[src/rtl/unpooling_layer.sv]
// Streaming unpooling stage: buffers one pooled row of scaled values, then
// replays it as POOL_SIZE x POOL_SIZE pixel blocks in raster order.
module unpooling_layer #(
  parameter int INPUT_SIZE = 4,
  parameter int POOL_SIZE  = 2,
  parameter int DATA_WIDTH = 32,
  parameter int FRAC_BITS  = 15
) (
  input  logic                  clk,
  input  logic                  reset,
  input  logic [DATA_WIDTH-1:0] unpool_multiplier,
  input  logic                  in_valid,
  output logic                  in_ready,
  input  logic [DATA_WIDTH-1:0] in_data,
  output logic                  out_valid,
  input  logic                  out_ready,
  output logic [DATA_WIDTH-1:0] out_data,
  output logic                  out_last,
  output logic                  overflow
);
  localparam int M  = DATA_WIDTH - 1;                      // magnitude bits
  localparam int IW = (INPUT_SIZE > 1) ? $clog2(INPUT_SIZE) : 1;
  localparam int PW = (POOL_SIZE  > 1) ? $clog2(POOL_SIZE)  : 1;
  localparam logic [IW-1:0] IN_LAST = IW'(INPUT_SIZE - 1);
  localparam logic [PW-1:0] P_LAST  = PW'(POOL_SIZE - 1);

  typedef enum logic {LOAD, EMIT} state_t;
  state_t state, state_nx;

  logic [IW-1:0]         in_col, row_cnt, bidx;
  logic [PW-1:0]         sub_row, rep;
  logic                  gen_done;
  logic [DATA_WIDTH-1:0] mult_q;
  logic [DATA_WIDTH-1:0] rbuf [2**IW];

  logic                  in_xfer, out_xfer, first_acc, load_px, row_done, gen_last;
  logic [DATA_WIDTH-1:0] mult_use, prod;
  logic [2*M-1:0]        full;
  logic [M-1:0]          mag;
  logic                  prod_ovf;

  assign in_ready  = (state == LOAD);
  assign in_xfer   = in_valid & in_ready;
  assign out_xfer  = out_valid & out_ready;
  assign first_acc = in_xfer && (row_cnt == '0) && (in_col == '0);

  // The frame's first word must already use the new multiplier, so bypass mult_q.
  assign mult_use = first_acc ? unpool_multiplier : mult_q;
  assign full     = (2*M)'(in_data[M-1:0]) * (2*M)'(mult_use[M-1:0]);
  assign mag      = full[FRAC_BITS+M-1:FRAC_BITS];
  assign prod_ovf = |full[2*M-1:FRAC_BITS+M];
  // Zero magnitude is forced positive so -0 never leaves the block.
  assign prod     = {(in_data[M] ^ mult_use[M]) & (|mag), mag};

  // gen_* counters point at the next pixel to load into the output register.
  assign gen_last = (sub_row == P_LAST) && (bidx == IN_LAST) && (rep == P_LAST);
  assign load_px  = (state == EMIT) && !gen_done && (!out_valid || out_ready);
  // Row is finished once the last pixel (already loaded) leaves the register.
  assign row_done = (state == EMIT) && gen_done && out_xfer;

  // State register.
  always_ff @(posedge clk) begin
    if (reset) state <= LOAD;
    else       state <= state_nx;
  end

  // Next-state logic.
  always_comb begin
    state_nx = state;
    case (state)
      LOAD: if (in_xfer && in_col == IN_LAST) state_nx = EMIT;
      EMIT: if (row_done) state_nx = LOAD;
      default: state_nx = LOAD;
    endcase
  end

  // Row buffer write; contents need no reset.
  always_ff @(posedge clk) begin
    if (in_xfer) rbuf[in_col] <= prod;
  end

  // Counters, multiplier latch, sticky overflow and the output register.
  always_ff @(posedge clk) begin
    if (reset) begin
      in_col    <= '0;
      row_cnt   <= '0;
      bidx      <= '0;
      rep       <= '0;
      sub_row   <= '0;
      gen_done  <= 1'b0;
      mult_q    <= '0;
      overflow  <= 1'b0;
      out_valid <= 1'b0;
      out_data  <= '0;
      out_last  <= 1'b0;
    end else begin
      if (in_xfer) begin
        in_col <= (in_col == IN_LAST) ? '0 : in_col + 1'b1;
        if (first_acc) begin
          mult_q   <= unpool_multiplier;
          overflow <= prod_ovf;
        end else begin
          overflow <= overflow | prod_ovf;
        end
      end

      if (load_px) begin
        out_data  <= rbuf[bidx];
        out_valid <= 1'b1;
        out_last  <= gen_last && (row_cnt == IN_LAST);
        if (rep != P_LAST) rep <= rep + 1'b1;
        else begin
          rep  <= '0;
          bidx <= (bidx == IN_LAST) ? '0 : bidx + 1'b1;
          if (bidx == IN_LAST) begin
            if (sub_row != P_LAST) sub_row <= sub_row + 1'b1;
            else begin
              sub_row  <= '0;
              gen_done <= 1'b1;
            end
          end
        end
      end else if (out_xfer) begin
        out_valid <= 1'b0;
        out_last  <= 1'b0;
      end

      if (row_done) begin
        gen_done <= 1'b0;
        row_cnt  <= (row_cnt == IN_LAST) ? '0 : row_cnt + 1'b1;
      end
    end
  end
endmodule

[config.mk]
export PLATFORM = sky130hd
export DESIGN_NAME = unpooling_layer
export DESIGN_NICKNAME = d
export VERILOG_FILES = /design/src/rtl/unpooling_layer.sv
export SDC_FILE = /design/constraint.sdc
export NUM_CORES = 2
export LEC_CHECK = 0
export BUFFER_PORTS_ARGS = -buffer_cell sky130_fd_sc_hd__buf_2
export CAP_MARGIN = 20
export CORE_ASPECT_RATIO = 1.25
export CORE_MARGIN = 5
export CORE_UTILIZATION = 30
export CTS_BUF_LIST = sky130_fd_sc_hd__clkbuf_4 sky130_fd_sc_hd__clkbuf_8
export CTS_CLUSTER_SIZE = 25
export DETAILED_ROUTE_END_ITERATION = 10
export GPL_TIMING_DRIVEN = 1
export PLACE_DENSITY = 0.46
export REMOVE_ABC_BUFFERS = 1
export SETUP_SLACK_MARGIN = 0.15
export SYNTH_ARGS = -nofsm -noshare
export SYNTH_HDL_FRONTEND = slang
export SYNTH_SLANG_ARGS = --single-unit
[constraint.sdc]
create_clock -name clk -period 11.2 [get_ports clk]
set_input_delay 1.68 -clock clk [delete_from_list [all_inputs] [get_ports clk]]
set_output_delay 1.68 -clock clk [all_outputs]
set_load 0.05 [all_outputs]
==> flow_summary.yaml <==
layout:
  design_area_um2: 42600
  fillCellCount: 13538
  nets: 5193
  layout_commonest_cell: "fa_1"
  area_growth_pct: 8.98
  layout_common_cells: "836 x fa_1, 835 x inv_1, 599 x and2_1"
  seqCellArea_um2: 5390
  layout-drive-gt1-share_pct: 8.94
  multi_input_area_um2: 29600
die:
  initial_core_util_pct: 30.1
  die_w_um: 333
  row_count: 148
  dieArea_um2: 138000
  core_um2: 130000
  die_h_um: 413
  ios: 104
sta:
  worst_pin_slew_ns: 0.968
  grt_setup_unrepaired: "no"
  fin_skew_ns: 0.0421
  setup_viol_count_final: 0
  max_freq_mhz: 96.6
  setup_slack_ns: 0.848
  hold_ws_ns: 0.452
  final-hold-violation-count: 0
  fin_tns_setup_ns: 0
  post-route-period-util_pct: 92.4
  fin_crit_ns: 10.35
  slew_headroom_pct: 35.5
  maxSlewViolCount: 0
placement:
  placed_area_um2: 41700
  hpwl_um: 96100
  place.gp.congestion: 0.872
  port-buffer-count: 103
  dp_slack_ns: 0.308
routing:
  vias: 27032
  drc_errors: 0
  finalWirelength_um: 119000
  dr.pass1.iters: 5
  drt_iter0_drc: 1379
  viasPerCell: 4.66
  ant_nets: 0
  routedWlPerCell_um: 20.5
synthesis:
  synth_area_um2: 39100
  netlist_instances: 4014
  synth_area_leaders: "fa_1 43%, edfxtp_1 9.8%, and2_1 9.6%, ha_1 8.3%, inv_1 8.0%"
  synthAdderAreaFrac_pct: 51.1
  ys_warn_count: 0
  synth_xor_area_share_pct: 1.08
  async_flop_share_pct: 0
  postSynthAreaPerCell_um2: 9.73
  synth_seq_cells: 205
  ys_types: 60
  ys_seq_area_share_pct: 13.8
  synth-edff-count: 128
  synthSimpleGateAreaFrac_pct: 16.9
  yosysTopAreaCell: "fa_1"
  netlist.area_leader.share_pct: 42.8
  synth_compound_area_share_pct: 3.83
  muxShareOfSynthArea_pct: 2.84
  synth_top_family_by_area: "adder cells"
  synthFlopType: "edfxtp_1"
cts:
  htree_levels: 2
  clk_path_buf_depth: 3
  root_buffer: "clkbuf_8"
  cts_sinks: 205
  cts.repair.resized: 0
  insertion_delay_ns: 0.61
  post_cts_buffers: 0
  cts_tree: "built"
  path_clk_slew_ns: 0.06
  cts_made_buffers: 40
  hold_buffers: 0
critical_path:
  arrival_ns: 10.80
  cpMaxStageDelayCell: "fa_1"
  cp.required_ns: 11.65
  cp-start-kind: "input pin"
  max_stage_delay_ns: 0.59
  cp_max_fo: 21
  critPathCaptureType: "register"
  setup.worst_path.class: "input pin to register"
  path_common_cell: "fa_1"
worst_hold_path:
  hp-class: "register to register"
global_routing:
  grt_pass1_wl_um: 186000
  overflow: 0
  grt_pass1_vias: 30189
  grt_start_max_net_pins: 63
  track_usage_pct: 17.6
  antenna_found_initial: 9
outcome:
  status: "completed"
job:
  max_cap_violations: 0
==> metal layers <==
| layer | wire [um] | track usage, % |
|---|---|---|
| met5 | 0 | 0 |
| met4 | 2250 | 3.28 |
| met3 | 3460 | 1.38 |
| met2 | 65600 | 34.1 |
| met1 | 47900 | 21.6 |
==> sequential cells by signal, indices dropped and copies added (netlist names) <==
| register | count |
|---|---|
| out_valid | 1 |
| rbuf | 128 |
| bidx | 2 |
| state | 1 |
| rep | 1 |
| sub_row | 1 |
| out_data | 32 |
| in_col | 2 |
| overflow | 1 |
| mult_q | 32 |
| gen_done | 1 |
| out_last | 1 |
| row_cnt | 2 |
==> logic make-up (layout without fill, tap and decap cells) <==
logic type / Yosys count / in the layout
and+or+nand+nor: 1272 / 1272
muxes: 67 / 67
DFF: 205 / 205
xor gates and xnor gates: 48 / 48
AOI/OAI and AO/OA: 245 / 245
other: 0 / 16
buffers and inverters: 1082 / 1129
adders and majority gates: 1095 / 1095
==> through the flow <==
step | utilization [%] | std cells
2_1_floorplan | - | 3767
3_3_place_gp | 32.1 | 5713
3_5_place_dp | 32.1 | 5713
4_1_cts | 32.8 | 5786
5_1_grt | 32.8 | 5787
6_report | 32.8 | 5802
==> Yosys cell counts (all sizes together) (3+ instances only) <==
cell    instances
o21bai         13
or3             6
dfxtp          77
nor4            6
nand3           8
clkbuf        237
a21boi          4
mux2i           4
mux4           32
xor2           17
a21oi         118
fa            836
and2          600
nor3           13
a211oi          7
ha            259
buf            10
o31ai           6
or4             3
nand2         495
xnor2          31
nor2           50
inv           835
o21ai          34
a21o           20
a31oi          13
and4            4
o211ai          4
nor2b          40
mux2           31
nand2b          4
nand4          34
o221ai          5
edfxtp        128
o21a            7
==> worst paths after layout <==
path | cells past startpoint | to | slack, ns | start
max reg2reg | 32 | overflow | 1.37 | in_col[0]
max | 33 | overflow | 0.85 | in_valid
min | 2 | out_data[26] | 0.45 | out_data[26]
min reg2reg | 2 | out_data[26] | 0.45 | out_data[26]
==> critical path: cells and delay by family <==
kind / cells / cell delay [ns]
xor+xnor: 1 / 0.13
mux: 1 / 0.58
buf+inv: 9 / 1.15
fa+ha+maj: 9 / 4.49
compound gates: 4 / 0.55
simple gates: 9 / 2.17
==> area by class of cell <==
class / instances / area share (%)
diodes: 16 / 0.0940
flip-flops and latches: 205 / 12.7
inverters: 835 / 7.36
repair buffers: 221 / 3.33
well taps: 1725 / 5.07
multi-input cells: 2727 / 69.6
clock buffers: 56 / 1.65
clock inverters: 17 / 0.273
Power is left out: the tool's default activity adds up to more than one toggle a clock period on the data nets, which glitch-free logic cannot reach.
